--- config.mk ---
export PLATFORM = sky130hd
export DESIGN_NAME = simon_game_ctrl
export DESIGN_NICKNAME = d
export VERILOG_FILES = /design/src/rtl/simon_pkg.sv /design/src/rtl/simon_lfsr.sv /design/src/rtl/simon_game_ctrl.sv
export SDC_FILE = /design/constraint.sdc
export NUM_CORES = 1
export LEC_CHECK = 0
export ABC_AREA = 1
export BUFFER_PORTS_ARGS = -buffer_cell sky130_fd_sc_hd__buf_2
export CORE_MARGIN = 10
export CORE_UTILIZATION = 53
export CTS_CLUSTER_SIZE = 12
export DETAILED_ROUTE_END_ITERATION = 7
export HOLD_SLACK_MARGIN = 0.08
export PLACE_DENSITY = 0.75
export SETUP_SLACK_MARGIN = 0.5
export SLEW_MARGIN = 20
export SYNTH_ARGS = -nofsm -noshare
export SYNTH_HDL_FRONTEND = slang
export SYNTH_SLANG_ARGS = --single-unit
--- constraint.sdc ---
create_clock -name clock -period 3 [get_ports clock]
set_input_delay 0.15 -clock clock [delete_from_list [all_inputs] [get_ports clock]]
set_output_delay 0.15 -clock clock [all_outputs]
set_load 0.01 [all_outputs]
--- src/rtl/simon_pkg.sv ---
`default_nettype none
// ============================================================================
// Package : simon_pkg
// Shared state encoding, one-hot decode and LFSR tap masks for the Simon game.
// Rev     : 1.0
// ============================================================================
package simon_pkg;

    localparam logic [2:0] c_ST_IDLE     = 3'd0;
    localparam logic [2:0] c_ST_GEN      = 3'd1;
    localparam logic [2:0] c_ST_SHOW_ON  = 3'd2;
    localparam logic [2:0] c_ST_SHOW_GAP = 3'd3;
    localparam logic [2:0] c_ST_WAIT_KEY = 3'd4;
    localparam logic [2:0] c_ST_ECHO     = 3'd5;
    localparam logic [2:0] c_ST_WIN      = 3'd6;
    localparam logic [2:0] c_ST_LOSE     = 3'd7;

    function automatic logic [15:0] onehot16(input logic [3:0] idx);
        onehot16 = 16'd1 << idx;
    endfunction

    // Right-shifting Galois feedback masks of maximal-length polynomials
    function automatic logic [63:0] lfsr_taps(input int width);
        case (width)
            3:       lfsr_taps = 64'h6;
            4:       lfsr_taps = 64'hC;
            5:       lfsr_taps = 64'h14;
            6:       lfsr_taps = 64'h30;
            7:       lfsr_taps = 64'h60;
            8:       lfsr_taps = 64'hB8;
            16:      lfsr_taps = 64'hB400;
            24:      lfsr_taps = 64'hE10000;
            32:      lfsr_taps = 64'hA3000000;
            default: lfsr_taps = 64'd1 << (width - 1);
        endcase
    endfunction

endpackage
`default_nettype wire

--- src/rtl/simon_lfsr.sv ---
`default_nettype none
// ============================================================================
// Module : simon_lfsr
// Free-running Galois LFSR, advances every clock, reloads SEED on reset.
// Rev    : 1.0
// ============================================================================
module simon_lfsr
    import simon_pkg::*;
#(
    parameter int                LFSR_W = 16,
    parameter logic [LFSR_W-1:0] SEED   = 16'hACE1
) (
    input  logic              clock,
    input  logic              n_reset,
    output logic [LFSR_W-1:0] q
);

    localparam logic [LFSR_W-1:0] c_TAPS = LFSR_W'(lfsr_taps(LFSR_W));

    always_ff @(posedge clock or negedge n_reset) begin
        if (!n_reset) begin
            q <= SEED;
        end else begin
            q <= (q >> 1) ^ (q[0] ? c_TAPS : '0);
        end
    end

endmodule
`default_nettype wire

--- src/rtl/simon_game_ctrl.sv ---
`default_nettype none
// ============================================================================
// Module : simon_game_ctrl
// Simon memory-game controller: grows a random sequence, plays it, checks echoes.
// Build option SIMON_TIMEOUT_EN: lose after TIMEOUT_CYC idle cycles in WAIT_KEY.
// Rev    : 1.0
// ============================================================================
module simon_game_ctrl
    import simon_pkg::*;
#(
    parameter int                N_CH     = 4,
    parameter int                MAX_LEN  = 16,
    parameter int                SHOW_CYC = 25000000,
    parameter int                GAP_CYC  = 12500000,
    parameter int                LFSR_W   = 16,
    parameter logic [LFSR_W-1:0] SEED     = 16'hACE1
`ifdef SIMON_TIMEOUT_EN
    ,
    parameter int                TIMEOUT_CYC = 250000000
`endif
) (
    input  logic                         clock,
    input  logic                         n_reset,
    input  logic                         start,
    input  logic [N_CH-1:0]              key,
    output logic [N_CH-1:0]              led,
    output logic                         busy,
    output logic                         won,
    output logic                         lost,
    output logic [$clog2(MAX_LEN+1)-1:0] level
);

    localparam int c_IDX_W = $clog2(N_CH);
    localparam int c_LVL_W = $clog2(MAX_LEN + 1);
    localparam int c_PTR_W = (MAX_LEN > 1) ? $clog2(MAX_LEN) : 1;
`ifdef SIMON_TIMEOUT_EN
    localparam int c_TMO_CYC = TIMEOUT_CYC;
`else
    localparam int c_TMO_CYC = 1;
`endif
    localparam int c_MAX_SG  = (SHOW_CYC > GAP_CYC) ? SHOW_CYC : GAP_CYC;
    localparam int c_CNT_MAX = (c_MAX_SG > c_TMO_CYC) ? c_MAX_SG : c_TMO_CYC;
    localparam int c_CNT_W   = $clog2(c_CNT_MAX + 1);

    localparam logic [c_CNT_W-1:0] c_SHOW_LD = c_CNT_W'(SHOW_CYC - 1);
    localparam logic [c_CNT_W-1:0] c_GAP_LD  = c_CNT_W'(GAP_CYC - 1);
    localparam logic [c_CNT_W-1:0] c_TMO_LD  = c_CNT_W'(c_TMO_CYC - 1);

    logic [2:0]         r_state;
    logic [c_LVL_W-1:0] r_level;
    logic [c_PTR_W-1:0] r_pos;
    logic [c_CNT_W-1:0] r_cnt;
    logic               r_flash;
    logic               r_start_d;
    logic [N_CH-1:0]    r_key_d;
    logic [c_IDX_W-1:0] r_seq [MAX_LEN];

    logic [LFSR_W-1:0]  w_lfsr;
    logic [c_IDX_W-1:0] w_new;
    logic               w_start_rise;
    logic [N_CH-1:0]    w_key_rise;
    logic [N_CH-1:0]    w_cur_oh;
    logic [c_LVL_W-1:0] w_pos_inc;
    logic               w_more;
    logic               w_cnt_done;

    simon_lfsr #(
        .LFSR_W (LFSR_W),
        .SEED   (SEED)
    ) u_lfsr (
        .clock   (clock),
        .n_reset (n_reset),
        .q       (w_lfsr)
    );

    assign w_new        = c_IDX_W'(w_lfsr);
    assign w_start_rise = start & ~r_start_d;
    assign w_key_rise   = key & ~r_key_d;
    assign w_cur_oh     = N_CH'(onehot16(4'(r_seq[r_pos])));
    assign w_pos_inc    = c_LVL_W'(r_pos) + c_LVL_W'(1);
    assign w_more       = (w_pos_inc < r_level);
    assign w_cnt_done   = (r_cnt == '0);

    // Sequence storage needs no reset: entries are only read after being written
    always_ff @(posedge clock) begin
        if (r_state == c_ST_GEN) begin
            r_seq[r_level[c_PTR_W-1:0]] <= w_new;
        end
    end

    always_ff @(posedge clock or negedge n_reset) begin
        if (!n_reset) begin
            r_state   <= c_ST_IDLE;
            r_level   <= '0;
            r_pos     <= '0;
            r_cnt     <= '0;
            r_flash   <= 1'b0;
            r_start_d <= 1'b0;
            r_key_d   <= '0;
        end else begin
            r_start_d <= start;
            r_key_d   <= key;
            case (r_state)
                c_ST_IDLE, c_ST_WIN, c_ST_LOSE: begin
                    if (r_state == c_ST_LOSE) begin
                        if (!w_cnt_done) r_cnt   <= r_cnt - c_CNT_W'(1);
                        else             r_flash <= 1'b0;
                    end
                    if (w_start_rise) begin
                        r_level <= '0;
                        r_pos   <= '0;
                        r_flash <= 1'b0;
                        r_state <= c_ST_GEN;
                    end
                end
                c_ST_GEN: begin
                    r_level <= r_level + c_LVL_W'(1);
                    r_pos   <= '0;
                    r_cnt   <= c_SHOW_LD;
                    r_state <= c_ST_SHOW_ON;
                end
                c_ST_SHOW_ON: begin
                    if (!w_cnt_done) begin
                        r_cnt <= r_cnt - c_CNT_W'(1);
                    end else begin
                        r_cnt   <= c_GAP_LD;
                        r_state <= c_ST_SHOW_GAP;
                    end
                end
                c_ST_SHOW_GAP: begin
                    if (!w_cnt_done) begin
                        r_cnt <= r_cnt - c_CNT_W'(1);
                    end else if (w_more) begin
                        r_pos   <= r_pos + c_PTR_W'(1);
                        r_cnt   <= c_SHOW_LD;
                        r_state <= c_ST_SHOW_ON;
                    end else begin
                        r_pos   <= '0;
                        r_cnt   <= c_TMO_LD;
                        r_state <= c_ST_WAIT_KEY;
                    end
                end
                c_ST_WAIT_KEY: begin
                    // A lone edge on the expected channel is the only accepted press
                    if (w_key_rise != '0) begin
                        r_cnt <= c_SHOW_LD;
                        if (w_key_rise == w_cur_oh) begin
                            r_state <= c_ST_ECHO;
                        end else begin
                            r_flash <= 1'b1;
                            r_state <= c_ST_LOSE;
                        end
                    end
`ifdef SIMON_TIMEOUT_EN
                    else if (w_cnt_done) begin
                        r_cnt   <= c_SHOW_LD;
                        r_flash <= 1'b1;
                        r_state <= c_ST_LOSE;
                    end else begin
                        r_cnt <= r_cnt - c_CNT_W'(1);
                    end
`endif
                end
                c_ST_ECHO: begin
                    if (!w_cnt_done) begin
                        r_cnt <= r_cnt - c_CNT_W'(1);
                    end else begin
                        r_pos <= r_pos + c_PTR_W'(1);
                        if (w_more) begin
                            r_cnt   <= c_TMO_LD;
                            r_state <= c_ST_WAIT_KEY;
                        end else if (r_level == c_LVL_W'(MAX_LEN)) begin
                            r_state <= c_ST_WIN;
                        end else begin
                            r_state <= c_ST_GEN;
                        end
                    end
                end
                default: r_state <= c_ST_IDLE;
            endcase
        end
    end

    always_comb begin
        led = '0;
        case (r_state)
            c_ST_SHOW_ON, c_ST_ECHO: led = w_cur_oh;
            c_ST_WIN:                led = '1;
            c_ST_LOSE:               led = {N_CH{r_flash}};
            default:                 led = '0;
        endcase
    end

    assign busy  = (r_state != c_ST_IDLE) && (r_state != c_ST_WIN) && (r_state != c_ST_LOSE);
    assign won   = (r_state == c_ST_WIN);
    assign lost  = (r_state == c_ST_LOSE);
    assign level = r_level;

endmodule
`default_nettype wire

# After elaboration in Yosys (flattened, before gate mapping)
# Memories as Yosys holds them, arrays and structs flattened.
# Cells that the tools add are included.
# op_classes
eq_ne,22
bitwise_logic,5
magnitude_cmp,1
add_sub_neg,4
muxes,36
reduce_logical,16
shift,1
# op_table
operator,n
$mux W25,8
$pmux W25 S6,1
$logic_not A25 Y1,1
$sub A25 B1 Y25 const B,1
$mux W3,8
$pmux W3 S6,1
$mux W16,1
$mux W4,4
$ne A2 B2 Y1 const B,8
$pmux W4 S4,1
$xor A15 B16 Y16,1
$ne A3 B3 Y1 const B,5
$eq A3 B3 Y1 const B,4
$pmux W4 S3,1
$pmux W5 S2,1
$reduce_and A5 Y1,2
$reduce_and A4 Y1,2
$reduce_bool A4 Y1,2
$mux W1,7
$eq A3 B2 Y1 const B,2
$add A4 B1 Y5 const B,1
$add A5 B1 Y5 const B,1
$eq A5 B5 Y1 const B,1
$lt A5 B5 Y1,1
other kinds (18),20
# totals
mem_count,1
elab_cells,94
out_inout_bits,12
mem_bits_rw,32
input_bits,7
regBits,59
# memory_table
name,depth,word_bits,rd,rd_clocked_by_memory_dff,wr,line,text
r_seq,16,2,1,0,1,simon_game_ctrl.sv:56,logic [c_IDX_W-1:0] r_seq [MAX_LEN];

# Depth between registers and ports, before layout
# depth
depth_word,6
ltp_mapped,18
mapped_depth_nobuf,18

# Hierarchy
# Synthesis repeated with hierarchy kept, for this count alone.
# hier_totals
cells_unflattened,601
area_unflattened_um2,4928.5
# modules_own_cells
module,cells_per_inst,area_per_inst_um2,n_inst,seq_area_each_um2
simon_game_ctrl,572,4469.3,1,2037.0
simon_lfsr,29,459.2,1,410.4

# Least setup slack after synthesis
# Ideal clock, no wire load.
# synth_path
kind,reg2reg
from,reg r_pos[0]
to,reg r_cnt[23]
setup_time_ps,121
path_stages_with_launch,17
n_path_buf,3
t_required_ps,2879
path_slack_ps,639
period_less_slack_ps,2361
arrival_ps,2240
path_cell_list,dfrtp_1 > buf_6 > buf_4 > nand3_1 > xor2_1 > inv_1 > ha_1 > nand2_1 > o21a_1 > nand2_1 > nand4_1 > nand2_4 > inv_2 > buf_6 > nand2_2 > o21bai_1 > nand2_1
# synth_between
elab_chain_len,4
# synth_rtl
element,line,text
start: declaration,simon_game_ctrl.sv:51,logic [c_PTR_W-1:0] r_pos;
start signal: assignment,simon_game_ctrl.sv:134,r_pos <= r_pos + c_PTR_W'(1);
start signal: assignment,simon_game_ctrl.sv:168,r_pos <= r_pos + c_PTR_W'(1);
$add A4 B1 Y5,simon_game_ctrl.sv:80,assign w_pos_inc = c_LVL_W'(r_pos) + c_LVL_W'(1);
$lt A5 B5 Y1,simon_game_ctrl.sv:81,assign w_more = (w_pos_inc < r_level);
$ne A3 B3 Y1 (no line),n/a,
$reduce_and A4 Y1 (no line),n/a,
end signal: assignment,simon_game_ctrl.sv:106,if (!w_cnt_done) r_cnt <= r_cnt - c_CNT_W'(1);
end signal: assignment,simon_game_ctrl.sv:119,r_cnt <= c_SHOW_LD;
end signal: assignment,simon_game_ctrl.sv:124,r_cnt <= r_cnt - c_CNT_W'(1);
end: declaration,simon_game_ctrl.sv:52,logic [c_CNT_W-1:0] r_cnt;
# No other way between the ends.
# A chain may end at the register's enable or synchronous reset.

# Final worst setup path
# layout_path
from,reg r_pos[1]
to,out led[2]
# layout_between
elab_chain_len,3
# layout_rtl
element,line,text
$mem_v2 Z16 W2,n/a,
$shl A1 B2 Y4,simon_pkg.sv:19,onehot16 = 16'd1 << idx;
$pmux W4 S3,simon_game_ctrl.sv:186,case (r_state)
end: declaration,simon_game_ctrl.sv:26,"output logic [N_CH-1:0] led,"
# No other way between the ends.

==> results.py <==
metrics = {
    "timing": {
        "worstMarginPinSlew_ns": 0.972,
        "rsz0062_at_grt": "true",
        "setup_viol": 0,
        "finalCritPeriodShare_pct": 81.1,
        "clock.fmax_mhz": 411,
        "hold_slack_ns": 0.358,
        "slew_headroom_pct": 35.2,
        "clock_skew_ns": 0.0157,
        "drv_slew": 0,
        "fin_tns_setup_ns": 0,
        "finalHoldViolCount": 0,
        "period_minus_slack_ns": 2.43,
    },
    "clocking": {
        "cts_buffer_depth": 2,
        "cts.sinks": 91,
        "path_clk_slew_ns": 0.11,
        "htreeDepth": 3,
        "cts_buffers": 9,
        "cts_tree": "built",
        "clk_latency_ns": 0.37,
        "clockRootBuffer": "clkbuf_8",
    },
    "final_layout": {
        "areaGrowthSynthToFinish_pct": 11.4,
        "drive_gt1_share_pct": 18.0,
        "nNetsFinal": 636,
        "n_antenna_cell": 0,
    },
    "grt": {
        "grt_pass1_wl_um": 18600,
        "track_usage_pct": 17.0,
        "grt-ovfl-total": 0,
        "first_global_vias": 3951,
        "grt_use_met1_pct": 20.8,
        "grt-busiest-layer": "met2",
        "grt_max_degree": 41,
        "antenna_found_initial": 0,
        "use_met3_pct": 2.96,
        "grt_use_met2_pct": 28.6,
    },
    "routing": {
        "wl_per_cell_um": 15.3,
        "dr.pass1.iters": 5,
        "drt_wl_total_um": 11200,
        "route.detailed.drc": 0,
        "drt-initial-drc-count": 326,
        "num_vias": 4049,
        "vias_per_cell": 5.52,
        "ant_nets": 0,
    },
    "critical_path": {
        "worstSetupPathType": "reg -> out",
        "worstPathArrival_ns": 2.28,
        "cpPeakStageDelay_ns": 0.48,
        "path_max_fanout": 9,
        "crit_path_end_kind": "primary output",
        "crit_path_frequent_cell": "nand3_1",
        "worst_setup_path_start_kind": "flip-flop",
        "rr_worst_depth": 10,
        "crit_slowest_cell": "dfrtp_2",
        "cp_cell_sequence": "clkinv_1 > nand3_1 > nand3_1 > nand3_1 > nand2_1 > inv_1 > nand2_1 > o21ai_0 > buf_2",
        "worstPathRequired_ns": 2.85,
    },
    "pwr": {
        "leakagePower_uw": 0.00274,
        "irDropWorstVdd_mv": 0.182,
        "p_per_area_nw_per_um2": 388,
    },
    "worst_hold_path": {
        "hold_depth": 0,
        "holdCritPathClass": "reg -> reg",
    },
    "logic_synthesis": {
        "syn_nets": 598,
        "yosysTopAreaCellShare_pct": 25.7,
        "ys_warn_count": 0,
        "synth_seq_cells": 91,
        "netlist_area_sq_um": 4970,
        "synthCells": 580,
        "ys_top_cells_by_area": "dfrtp_1 (26%), edfxtp_1 (19%), nand2_1 (11%), inv_1 (5.9%), nor2_1 (4.4%)",
        "synth_top_area_cell": "dfrtp_1",
        "synth-seq-area-share_pct": 49.2,
        "avgSynthCellArea_sq_um": 8.58,
        "synth.distinct_cells": 51,
        "synthArstFlopShare_pct": 64.8,
        "synth_edf_count": 32,
        "ys.flop_type": "dfrtp_1",
    },
    "place": {
        "dp.final_hpwl_um": 7720,
        "routabilityCongestion": 0.927,
        "port_buffers": 18,
    },
    "floorplan": {
        "core_sq_um": 9200,
        "initial_core_util_pct": 54.1,
        "io_pins": 19,
        "die_y_um": 117,
        "die_area_sq_um": 13700,
        "die_w_um": 117,
        "rows": 35,
    },
    "outcome": {
        "status": "completed",
    },
    "flow_run": {
        "maxCapViolCount": 0,
    },
}
-- registers in the layout (all words and copies together), names as in the netlist --
name       count
r_seq         32
u_lfsr.q      16
r_state        3
r_key_d        4
r_start_d      1
level          5
r_cnt         25
r_pos          4
r_flash        1
-- cell type report --
cell class                      instances  area [sq um]
Clock buffer                            9           124
Clock inverter                          7          65.1
Fill cell                             780          3660
Inverter                               90           349
Multi-Input combinational cell        390          2170
Sequential cell                        91          2450
Tap cell                              111           139
Timing Repair Buffer                   36           240
-- cells in the mapped netlist (all sizes together), types with 10 or more instances --
library cell  instances
ha                   11
inv                  87
xor2                 20
a21oi                20
nand2               152
nor2                 65
buf                  10
dfrtp                51
nand3                43
edfxtp               32
o21ai                29
nor3                 11
-- worst paths after layout --
kind	from	end	slack [ns]
setup / recovery	r_pos[1]	led[2]	0.57
hold reg to reg	u_lfsr.q[2]	u_lfsr.q[1]	0.36
max in group asynchronous	n_reset	u_lfsr.q[10]	1.63
setup reg to reg	r_pos[1]	r_cnt[0]	0.58
hold / removal	u_lfsr.q[2]	u_lfsr.q[1]	0.36
min in group asynchronous	n_reset	r_pos[1]	0.46
-- critical path, delay by kind of cell (launching register included) --
| kind | cells | cell delay (ns) |
|---|---|---|
| and+or+nand+nor | 5 | 0.65 |
| DFF | 1 | 0.48 |
| AOI/OAI and AO/OA | 1 | 0.18 |
| buffers and inverters | 3 | 0.61 |
-- report_power, final --
group,internal [uW],total (uW),leakage [uW],switching (uW)
Clock,324,829,0.0000947,506
Sequential,1280,1280,0.000877,0.967
Combinational,12.2,38.4,0.00176,26.2
-- metrics by stage --
stage	instances	total power (uW)	setup slack, ns	instance area (sq um)	utilization (%)
2_1_floorplan	580	1320	0.639	4970	-
4_1_cts	728	2160	0.484	5430	59.1
6_report	734	2150	0.567	5540	60.2
3_3_place_gp	702	1340	0.367	5140	55.9
5_1_grt	734	2210	0.409	5540	60.2
3_5_place_dp	702	1340	0.239	5140	55.9
-- layout by cell type, fill, tap and decap left out, types with 3 or more instances in the layout --
master,n
nand2_4,4
o21ai_0,25
a21oi_1,11
dfrtp_2,3
o22ai_1,3
dfrtp_1,48
nand3_2,3
o21ai_1,3
buf_2,18
nor3_1,7
a21oi_2,7
nand2_1,141
inv_1,78
nand3_1,40
dlygate4sd3_1,6
inv_2,7
nor2_2,5
nor3_2,3
a21boi_1,6
nand2_2,8
clkbuf_8,9
inv_6,5
nor2_1,58
nand4_1,8
xor2_1,18
buf_4,12
ha_1,10
dfstp_2,8
edfxtp_1,32
-- routing by layer --
| layer | vias to the layer above | routed length (um) |
|---|---|---|
| li1 | 1939 | - |
| met1 | 1945 | 4800 |
| met2 | 142 | 5510 |
| met3 | 23 | 666 |
| met4 | 0 | 257 |
| met5 | - | 0 |
-- what timing repair did --
item / in CTS / in global routing
hold buffers: 6 / 0
gates cloned: 1 / 0
hold endpoints to repair: 44 / 0
pin swaps: 2 / 8
setup buffers: 3 / 6
resized for setup: 3 / 20
endpoints found under the setup margin: 27 / 30
-- cell families (layout without fill, tap and decap cells) --
family,after synthesis,after routing,synth area share (%)
compound gates,70,70,9.21
xor+xnor,21,21,3.70
fa+ha+maj,11,11,2.77
buf+inv,100,142,8.48
flops,91,91,49.2
simple gates,287,288,26.7
(Power assumes the default switching activity.)
